### src/rtl/fixed_point_divider_seq.sv
// -----------------------------------------------------------------------------
// fixed_point_divider_seq
//
// Sequential signed fixed-point divider, q = a / b, with operands and result in
// the same Q(WIDTH-FRAC).FRAC two's-complement format. The magnitude quotient
// comes from a non-restoring add/subtract loop that produces one bit per clock.
// Sign and saturation are applied at the end. Results that do not fit, and
// divide-by-zero, saturate to the format limits and raise overflowFlag.
//
// Sequence: IDLE -> PREP (1) -> ITER (N = WIDTH+FRAC) -> FIX (1) -> IDLE.
// done pulses N+2 cycles after start is sampled.
//
// Optional feature, macro FXDIV_ROUND_NEAREST_EN:
//   When defined, ITER runs one extra cycle to produce a guard bit. The
//   magnitude is rounded half away from zero before sign and saturation are
//   applied, and latency becomes N+3. When undefined, the result is truncated
//   toward zero.
//
// Ports:
//   clk          in   system clock, rising edge
//   rst_n        in   asynchronous active-low reset
//   start        in   request, sampled only in IDLE
//   a            in   [WIDTH] dividend, signed fixed-point
//   b            in   [WIDTH] divisor, signed fixed-point
//   busy         out  high from the cycle after start is accepted until done
//   done         out  one-cycle pulse; results are valid from this cycle on
//   quotient     out  [WIDTH] signed result, held until the next accepted start
//   overflowFlag out  result saturated (includes divide-by-zero)
//   divByZero    out  b was zero
// -----------------------------------------------------------------------------
module fixed_point_divider_seq #(
    parameter int WIDTH = 16,
    parameter int FRAC  = 8
) (
    input  logic             clk,
    input  logic             rst_n,
    input  logic             start,
    input  logic [WIDTH-1:0] a,
    input  logic [WIDTH-1:0] b,
    output logic             busy,
    output logic             done,
    output logic [WIDTH-1:0] quotient,
    output logic             overflowFlag,
    output logic             divByZero
);

    localparam int N = WIDTH + FRAC;
`ifdef FXDIV_ROUND_NEAREST_EN
    localparam int NI = N + 1;      // one extra iteration for the guard bit
`else
    localparam int NI = N;
`endif
    localparam int CW = $clog2(NI + 1);

    localparam logic [WIDTH-1:0] MAX_POS = {1'b0, {(WIDTH-1){1'b1}}};
    localparam logic [WIDTH-1:0] MIN_NEG = {1'b1, {(WIDTH-1){1'b0}}};
    // Largest magnitudes that still fit for a positive or negative result.
    localparam logic [N:0] POS_LIM = (N+1)'((64'd1 << (WIDTH-1)) - 64'd1);
    localparam logic [N:0] NEG_LIM = (N+1)'(64'd1 << (WIDTH-1));

    typedef enum logic [1:0] {
        S_IDLE,
        S_PREP,
        S_ITER,
        S_FIX
    } state_t;

    state_t state, state_nx;

    logic             sign_r;     // sign of the final result
    logic             a_neg_r;    // dividend sign, picks the divide-by-zero limit
    logic [WIDTH-1:0] mag_a;      // |a|; most-negative a fits as unsigned
    logic [WIDTH-1:0] mag_b;      // |b|
    logic [NI-1:0]    dvd;        // dividend bits, shifted out MSB-first
    logic [WIDTH:0]   rem;        // partial remainder, two's complement
    logic [NI-1:0]    qmag;       // quotient magnitude, built LSB-last
    logic [CW-1:0]    cnt;

    logic [WIDTH-1:0] abs_a, abs_b;
    logic [WIDTH+1:0] rem_sh, rem_nx, b_ext;
    logic [N:0]       q_full;
    logic [WIDTH-1:0] q_w;
    logic [WIDTH-1:0] fix_q;
    logic             fix_ovf, fix_dz;

    assign abs_a = a[WIDTH-1] ? ('0 - a) : a;
    assign abs_b = b[WIDTH-1] ? ('0 - b) : b;

    // One non-restoring step. 2*rem+bit can reach twice |b|, so the step is
    // done one bit wider than the stored remainder. The result always fits
    // back into WIDTH+1 bits.
    assign b_ext  = {2'b00, mag_b};
    assign rem_sh = {rem, dvd[NI-1]};
    assign rem_nx = rem[WIDTH] ? (rem_sh + b_ext) : (rem_sh - b_ext);

    // -------------------------------------------------------------------------
    // State register
    // -------------------------------------------------------------------------
    always_ff @(posedge clk or negedge rst_n) begin
        if (!rst_n) begin
            state <= S_IDLE;
        end else begin
            // NOTE: every clocked assignment is non-blocking, so all registers
            // update together from values sampled before the edge.
            state <= state_nx;
        end
    end

    // -------------------------------------------------------------------------
    // Next-state logic
    // -------------------------------------------------------------------------
    always_comb begin
        // NOTE: the default assignment comes first, so every path drives
        // state_nx and no latch is inferred.
        state_nx = state;
        case (state)
            S_IDLE:  if (start) state_nx = S_PREP;
            S_PREP:  state_nx = S_ITER;
            S_ITER:  if (cnt == '0) state_nx = S_FIX;
            S_FIX:   state_nx = S_IDLE;
            default: state_nx = S_IDLE;
        endcase
    end

    // -------------------------------------------------------------------------
    // Final sign, rounding and saturation
    // -------------------------------------------------------------------------
    always_comb begin
        q_full  = '0;
        fix_q   = '0;
        fix_ovf = 1'b0;
        fix_dz  = 1'b0;
`ifdef FXDIV_ROUND_NEAREST_EN
        // The LSB is the guard bit (one position below the result LSB).
        // Adding it rounds half away from zero in magnitude.
        q_full = {1'b0, qmag[NI-1:1]} + (N+1)'(qmag[0]);
`else
        q_full = {1'b0, qmag};
`endif
        q_w = q_full[WIDTH-1:0];

        if (mag_b == '0) begin
            fix_dz  = 1'b1;
            fix_ovf = 1'b1;
            fix_q   = a_neg_r ? MIN_NEG : MAX_POS;
        end else if (!sign_r && (q_full > POS_LIM)) begin
            fix_ovf = 1'b1;
            fix_q   = MAX_POS;
        end else if (sign_r && (q_full > NEG_LIM)) begin
            fix_ovf = 1'b1;
            fix_q   = MIN_NEG;
        end else begin
            fix_q = sign_r ? ('0 - q_w) : q_w;
        end
    end

    // -------------------------------------------------------------------------
    // Datapath and output registers
    // -------------------------------------------------------------------------
    always_ff @(posedge clk or negedge rst_n) begin
        if (!rst_n) begin
            // NOTE: every register, including the working ones, is cleared.
            // A reset in the middle of an operation leaves no stale state behind.
            sign_r       <= 1'b0;
            a_neg_r      <= 1'b0;
            mag_a        <= '0;
            mag_b        <= '0;
            dvd          <= '0;
            rem          <= '0;
            qmag         <= '0;
            cnt          <= '0;
            busy         <= 1'b0;
            done         <= 1'b0;
            quotient     <= '0;
            overflowFlag <= 1'b0;
            divByZero    <= 1'b0;
        end else begin
            done <= 1'b0;
            case (state)
                S_IDLE: begin
                    if (start) begin
                        sign_r       <= a[WIDTH-1] ^ b[WIDTH-1];
                        a_neg_r      <= a[WIDTH-1];
                        mag_a        <= abs_a;
                        mag_b        <= abs_b;
                        busy         <= 1'b1;
                        overflowFlag <= 1'b0;
                        divByZero    <= 1'b0;
                    end
                end
                S_PREP: begin
                    // |a| << FRAC, plus a zero guard position when rounding.
                    dvd  <= NI'(mag_a) << (NI - WIDTH);
                    rem  <= '0;
                    qmag <= '0;
                    cnt  <= CW'(NI - 1);
                end
                S_ITER: begin
                    rem  <= rem_nx[WIDTH:0];
                    qmag <= {qmag[NI-2:0], ~rem_nx[WIDTH+1]};
                    dvd  <= dvd << 1;
                    if (cnt != '0) cnt <= cnt - CW'(1);
                end
                S_FIX: begin
                    quotient     <= fix_q;
                    overflowFlag <= fix_ovf;
                    divByZero    <= fix_dz;
                    done         <= 1'b1;
                    busy         <= 1'b0;
                end
                default: ;
            endcase
        end
    end

endmodule
### config.mk
export PLATFORM = sky130hd
export DESIGN_NAME = fixed_point_divider_seq
export DESIGN_NICKNAME = d
export VERILOG_FILES = /design/src/rtl/fixed_point_divider_seq.sv
export SDC_FILE = /design/constraint.sdc
export NUM_CORES = 1
export LEC_CHECK = 0
export BUFFER_PORTS_ARGS = -buffer_cell sky130_fd_sc_hd__buf_2
export CAP_MARGIN = 20
export CORE_MARGIN = 1
export CORE_UTILIZATION = 27
export CTS_BUF_LIST = sky130_fd_sc_hd__clkbuf_16
export DETAILED_ROUTE_END_ITERATION = 8
export PLACE_DENSITY = 0.5
export SLEW_MARGIN = 25
export SYNTH_ARGS = -nofsm -noshare
export SYNTH_HDL_FRONTEND = slang
export SYNTH_SLANG_ARGS = --single-unit
### constraint.sdc
create_clock -name clk -period 3.4 [get_ports clk]
set_input_delay 0 -clock clk [delete_from_list [all_inputs] [get_ports clk]]
set_output_delay 0 -clock clk [all_outputs]
set_load 0.01 [all_outputs]
==> results of run 1 <==
[per-stage QoR]
step	cells	hold WS, ns	utilization (%)	area, sq um	TNS [ns]
global route	1219	0.1333	34.48	8707	-0.02801
global placement	1152	0.1837	30.45	7691	0
floorplan	779	-0.2956	-	6962	0
detailed placement	1152	0.1669	30.45	7691	0
CTS	1219	0.09067	34.42	8692	0
finish	1219	0.1006	34.48	8707	0
[how the worst max path moves through the flow]
stage | startpoint | to | cells after the start
finish | mag_b[5] | rem[16] | 12
CTS | mag_b[5] | qmag[0] | 11
detailed placement | mag_b[5] | qmag[0] | 11
global placement | mag_b[5] | qmag[0] | 11
floorplan | mag_b[5] | rem[16] | 13
global route | mag_b[5] | qmag[0] | 13
[kinds of logic (layout without fill, tap and decap cells)]
kind of cell               after synthesis  count (layout)  share of synthesized area (%)
xor gates and xnor gates                61              61                          7.674
AOI/OAI and AO/OA                      215             215                          19.38
adders and majority gates               28              28                          5.140
muxes                                   21              21                          3.055
and+or+nand+nor                        250             250                          17.34
DFF                                    118             118                          42.42
buffers and inverters                   86             196                          4.996
[area by class of cell]
cell class                      instances  share of cell area (%)
Multi-Input combinational cell        575                   42.30
Clock inverter                         15                   2.587
Inverter                               51                   2.199
Clock buffer                           17                   4.886
Tap cell                              330                   4.742
Sequential cell                       118                   33.91
Timing Repair Buffer                  113                   9.369
[cell usage after synthesis, types with 2 or more instances]
library cell	n	area, sq um
o21a_1	5	37.54
a211o_1	2	17.52
a21o_1	12	90.09
nor3_1	28	140.1
buf_6	2	22.52
nand3_1	43	215.2
o21ai_0	79	395.4
or2_2	2	12.51
mux2i_1	19	190.2
ha_1	27	337.8
a22o_1	9	78.83
or3_1	5	31.28
and4b_1	2	20.02
inv_1	50	187.7
nand4_1	3	18.77
xnor2_1	21	183.9
o32ai_1	2	17.52
nand3b_1	3	22.52
nand2_1	74	277.8
and3_1	4	25.02
a21boi_0	3	22.52
or4_4	2	22.52
xor2_1	40	350.3
o31ai_1	11	82.58
a31oi_1	6	37.54
or4_1	5	37.54
mux2_2	2	22.52
nor4_1	5	31.28
o211ai_1	4	30.03
a211oi_1	4	30.03
nand2b_1	2	12.51
and2_1	3	18.77
a2111oi_0	2	17.52
clkbuf_1	32	120.1
nor4b_1	2	17.52
nor2b_1	5	31.28
o41ai_1	4	35.03
a41oi_1	6	52.55
dfrtp_1	118	2953
nor2_1	56	210.2
a32o_1	2	20.02
a21oi_1	49	245.2
[worst reg2reg max path, delay by kind of cell, from the launching register on]
family	cells	cell delay (ns)
and+or+nand+nor	4	1.22
AOI/OAI and AO/OA	5	0.85
DFF	1	0.37
adders and majority gates	1	0.28
xor gates and xnor gates	1	0.20
buffers and inverters	1	0.17
[report_power, final]
group	switching [mW]	internal, mW
Combinational	2.31	1.63
Sequential	0.369	1.91
Clock	0.699	1.31
Total	3.38	4.85
[layer usage]
metal	vias up	GRT usage (%)	wire length, microns
li1	2962	-	-
met3	16	2.012	498
met1	2729	18.70	8732
met2	101	20.77	7089
met5	-	0	0
met4	0	5.013	238
[registers in the layout, indices dropped and copies added (netlist names), 2 cells and up]
| signal | flops |
|---|---|
| qmag | 24 |
| rem | 17 |
| dvd | 16 |
| mag_a | 16 |
| mag_b | 16 |
| quotient | 16 |
| cnt | 5 |
| state | 2 |
[repair_timing]
| action | in CTS | in global routing |
|---|---|---|
| endpoints found under the hold margin | 97 | 0 |
| endpoints found under the setup margin | 0 | 2 |
| resized for setup | 0 | 6 |
| hold buffers | 35 | 0 |
==> impl_metrics.json, run 1 <==
{
  "synth.distinct_cells": 66,
  "initial_core_util_pct": 27.57,
  "worstPathMaxFanout": 4,
  "viasPerCell": 4.765,
  "gp_congestion": 0.7827,
  "ys.flop_type": "dfrtp_1",
  "clkTransAtPathRegs_ns": 0.06,
  "grt_pass1_vias": 5647,
  "cts_buffer_depth": 2,
  "end_kind": "register",
  "cp_slowest_cell": "or4_4",
  "row_count": 58,
  "max_slew_margin_pct": 41.26,
  "grt_pass1_wl_mm": 28.42,
  "crit_required_ns": 3.70,
  "io_pins": 55,
  "grt_use_total_pct": 13.38,
  "wl_per_cell_microns": 13.58,
  "fin_crit_ns": 3.202,
  "synth_fp_nets": 842,
  "final-setup-viol-count": 0,
  "maxCapViolCount": 0,
  "holdCritPathClass": "input port to register",
  "rsz0062_at_grt": "yes",
  "dp_hpwl_mm": 11.52,
  "skew_ns": 0.01450,
  "max_freq_ghz": 0.3123,
  "yosysSeqAreaShare_pct": 42.42,
  "n_antenna_cell": 0,
  "vdd_drop_max_mv": 0.4100,
  "yosys_register_bits": 118,
  "pre_cts_slack_ns": 0.1497,
  "clockRootBuffer": "clkbuf_16",
  "final.period_utilization_pct": 94.18,
  "arrival_ns": 3.50,
  "cpPeakStageDelay_ns": 0.56,
  "drive_gt1_share_pct": 14.29,
  "die_h_microns": 162.6,
  "regToRegEndpoint": "rem[16]",
  "whs_path_depth": 3,
  "synth.avg_cell_area_sq_um": 8.937,
  "layout_common_cells": "dfrtp_1 (118), o21ai_0 (78), nand2_1 (73)",
  "finalHoldViolations": 0,
  "synthArstFlopShare_pct": 100.0,
  "synth_edf_count": 0,
  "cts_tree": "built",
  "firstDrtPassIters": 4,
  "htree_levels": 4,
  "final_common_cell": "dfrtp_1",
  "p_per_area_nw_per_um2": 945.1,
  "regArea_sq_um": 2953,
  "vias": 5808,
  "clock-sinks": 118,
  "worstSkewPairLatency_ns": 0.42,
  "reg2regPathDepth": 12,
  "multi_input_area_sq_um": 3684,
  "status": "completed",
  "hold-path-endpoint": "mag_a[1]",
  "finalWirelength_mm": 16.56,
  "final_nets": 939,
  "route.detailed.drc": 0,
  "leakagePower_nw": 3.894,
  "chipWidth_microns": 162.6,
  "critPathKind": "register to register",
  "cp.buffers_inverters": 1,
  "start_kind": "register",
  "worst_pin_slew_ns": 0.8811,
  "total_power_mw": 8.229,
  "cts_made_buffers": 17,
  "slew_violations": 0,
  "path_delay_family": "simple AND/OR/NAND/NOR gates",
  "critical_path.cell_chain": "or4_4 -> nor4_1 -> buf_4 -> and2_1 -> a21oi_1 -> xor2_1 -> ha_1 -> a21o_1 -> a21o_1 -> a21o_1 -> or3_1 -> a32o_1",
  "cpMostUsedCell": "a21o_1",
  "syn_to_final_growth_pct": 25.07,
  "r2r-start": "mag_b[5]",
  "syn_inst": 779,
  "grt_max_degree": 64,
  "fillers": 2690,
  "drt_first_iter_violations": 291,
  "rrSetupSlack_ns": 0.20,
  "core-area_sq_um": 25250,
  "yosysWarnings": 0,
  "port_buffers": 54,
  "ant_nets": 0,
  "hp-start": "a[15]",
  "overflow": 0,
  "antenna_found_initial": 0,
  "synthesis.area_sq_um": 6962,
  "fin_ws_ns": 0.1979,
  "postCtsSetupBuffers": 0,
  "fp.dieArea_sq_um": 26430
}
Note: power is estimated with default switching activity, not from simulation.
==> inputs of run 2 (changes only) <==
Settings changed: CORE_MARGIN 1 to 5, PLACE_DENSITY 0.5 to 0.48.
Clock period 3.4 ns to 4.1 ns, I/O delays scaled along.
==> run 2 against run 1 <==
  * Count of clock-buffer cells in the layout unchanged
  * Critical path depth down 1
  * Sequential share of layout area up 0.51 points
  * Global-route usage down 1.4 points
  * Critical endpoint is now qmag[0]
==> impl_metrics.json, run 2 (synthesis results as in run 1) <==
{
  "status": "completed",
  "fp.dieArea_sq_um": 29100,
  "cts_buffer_depth": 2,
  "die_h_microns": 170.6,
  "max_slew_margin_pct": 41.37,
  "rrSetupSlack_ns": 0.54,
  "grt_use_total_pct": 11.95,
  "n_antenna_cell": 0,
  "route.detailed.drc": 0,
  "grt_max_degree": 67,
  "hp-start": "b[15]",
  "clkTransAtPathRegs_ns": 0.06,
  "p_per_area_nw_per_um2": 779.7,
  "start_kind": "register",
  "final_common_cell": "dfrtp_1",
  "r2r-start": "mag_b[5]",
  "critPathKind": "register to register",
  "viasPerCell": 4.741,
  "antenna_found_initial": 0,
  "final-setup-viol-count": 0,
  "hold-path-endpoint": "mag_b[1]",
  "leakagePower_nw": 3.826,
  "cpPeakStageDelay_ns": 0.58,
  "crit_required_ns": 4.37,
  "rsz0062_at_grt": "no",
  "cts_tree": "built",
  "htree_levels": 4,
  "overflow": 0,
  "finalHoldViolations": 0,
  "dp_hpwl_mm": 11.87,
  "worstPathMaxFanout": 6,
  "fin_area_sq_um": 8578,
  "holdCritPathClass": "input port to register",
  "final_util_pct": 33.97,
  "cts_made_buffers": 17,
  "drive_gt1_share_pct": 12.59,
  "finalWirelength_mm": 16.66,
  "comb_power_share_pct": 46.3,
  "place_area_sq_um": 7574,
  "fin_setup_tns_ns": 0,
  "chipWidth_microns": 170.6,
  "grt_pass1_vias": 5709,
  "cp_slowest_cell": "or4_4",
  "total_power_mw": 6.688,
  "final_nets": 924,
  "top_regs": "qmag (24), rem (17)",
  "power.internal_mw": 3.967,
  "final.period_utilization_pct": 86.76,
  "initial_core_util_pct": 27.57,
  "worst_pin_slew_ns": 0.8795,
  "vias": 5708,
  "slew_violations": 0,
  "skew_ns": 0.009360,
  "switching_share_pct": 40.69,
  "row_count": 58,
  "ant_nets": 0,
  "syn_to_final_growth_pct": 23.22,
  "clock-sinks": 118,
  "grt_pass1_wl_mm": 28.59,
  "worst_hold_slack_ns": 0.08889,
  "clockRootBuffer": "clkbuf_16",
  "reg2regPathDepth": 11,
  "io_pins": 55,
  "max_freq_ghz": 0.2811,
  "firstDrtPassIters": 5,
  "wl_per_cell_microns": 13.84,
  "cpMostUsedCell": "a21oi_1",
  "fin_crit_ns": 3.557,
  "maxCapViolCount": 0,
  "worstSkewPairLatency_ns": 0.42,
  "regToRegEndpoint": "qmag[0]",
  "end_kind": "register",
  "gp_congestion": 0.7702,
  "port_buffers": 54,
  "largest_register_ffs": 24,
  "arrival_ns": 3.83,
  "whs_path_depth": 3,
  "layout_common_cells": "dfrtp_1 (118), o21ai_0 (79), nand2_1 (73)",
  "regMostFlops": "qmag",
  "seq_power_share_pct": 28.5,
  "power.share.clock_pct": 25.2,
  "drt_first_iter_violations": 284,
  "critical_path.cell_chain": "or4_4 -> nor3b_4 -> a21oi_1 -> xor2_1 -> ha_1 -> a21oi_1 -> o21ai_0 -> a31o_2 -> a2111oi_0 -> or3b_2 -> o221ai_1",
  "core-area_sq_um": 25250,
  "p_switching_mw": 2.721,
  "vdd_drop_max_mv": 0.3272
}
[run 2: power by group through the flow]
stage / logic (mW) / clock network (mW) / registers, mW
floorplan: 2.38 / 0 / 1.87
global placement: 3.09 / 0 / 1.92
detailed placement: 3.11 / 0 / 1.92
CTS: 3.14 / 1.72 / 1.91
global route: 3.54 / 1.77 / 1.97
finish: 3.10 / 1.69 / 1.91
[run 2: cell type report]
type / count / area [sq um]
clock buffer: 17 / 425.4
fill: 2640 / 16680
sequential: 118 / 2953
clock inverter: 15 / 232.7
multi-input combinational: 575 / 3675
tap: 330 / 412.9
timing repair buffer: 98 / 688.2
inverter: 51 / 191.4
[run 2: worst max-delay path, delay by kind of cell, from the launching register on]
family | cells | cell delay [ns]
AO/OA/AOI/OAI | 6 | 1.41
AND/OR/NAND/NOR | 3 | 1.06
flip-flops | 1 | 0.41
adder cells (fa/ha/maj) | 1 | 0.37
XOR/XNOR | 1 | 0.16
[run 2: per-layer routing]
| metal | up-vias | track usage (%) | wire, microns |
|---|---|---|---|
| li1 | 2927 | - | - |
| met1 | 2674 | 16.76 | 8574 |
| met2 | 96 | 18.76 | 7338 |
| met3 | 11 | 2.495 | 590 |
| met4 | 0 | 3.333 | 157 |
| met5 | - | 0 | 0 |
[run 2: how the worst max path moves through the flow]
stage	from	end	slack [ns]	cells past startpoint
finish	mag_b[5]	qmag[0]	0.54	11
global route	mag_b[5]	qmag[0]	0.15	11
CTS	mag_b[5]	qmag[0]	0.47	11
detailed placement	mag_b[5]	qmag[0]	0.50	11
global placement	mag_b[5]	qmag[0]	0.57	11
floorplan	mag_b[5]	rem[16]	0.89	13
[run 2: timing repair]
action	4_1_cts	5_1_grt
hold endpoints to repair	99	0
buffers inserted	0	0
hold buffers	34	0
endpoints found under the setup margin	0	1
resized for setup	0	1
[run 2: through the flow]
step,instances,worst slack [ns]
after floorplan,779,0.8904
after CTS,1204,0.4660
after detailed placement,1138,0.4952
final,1204,0.5427
after global routing,1204,0.1524
after global placement,1138,0.5734
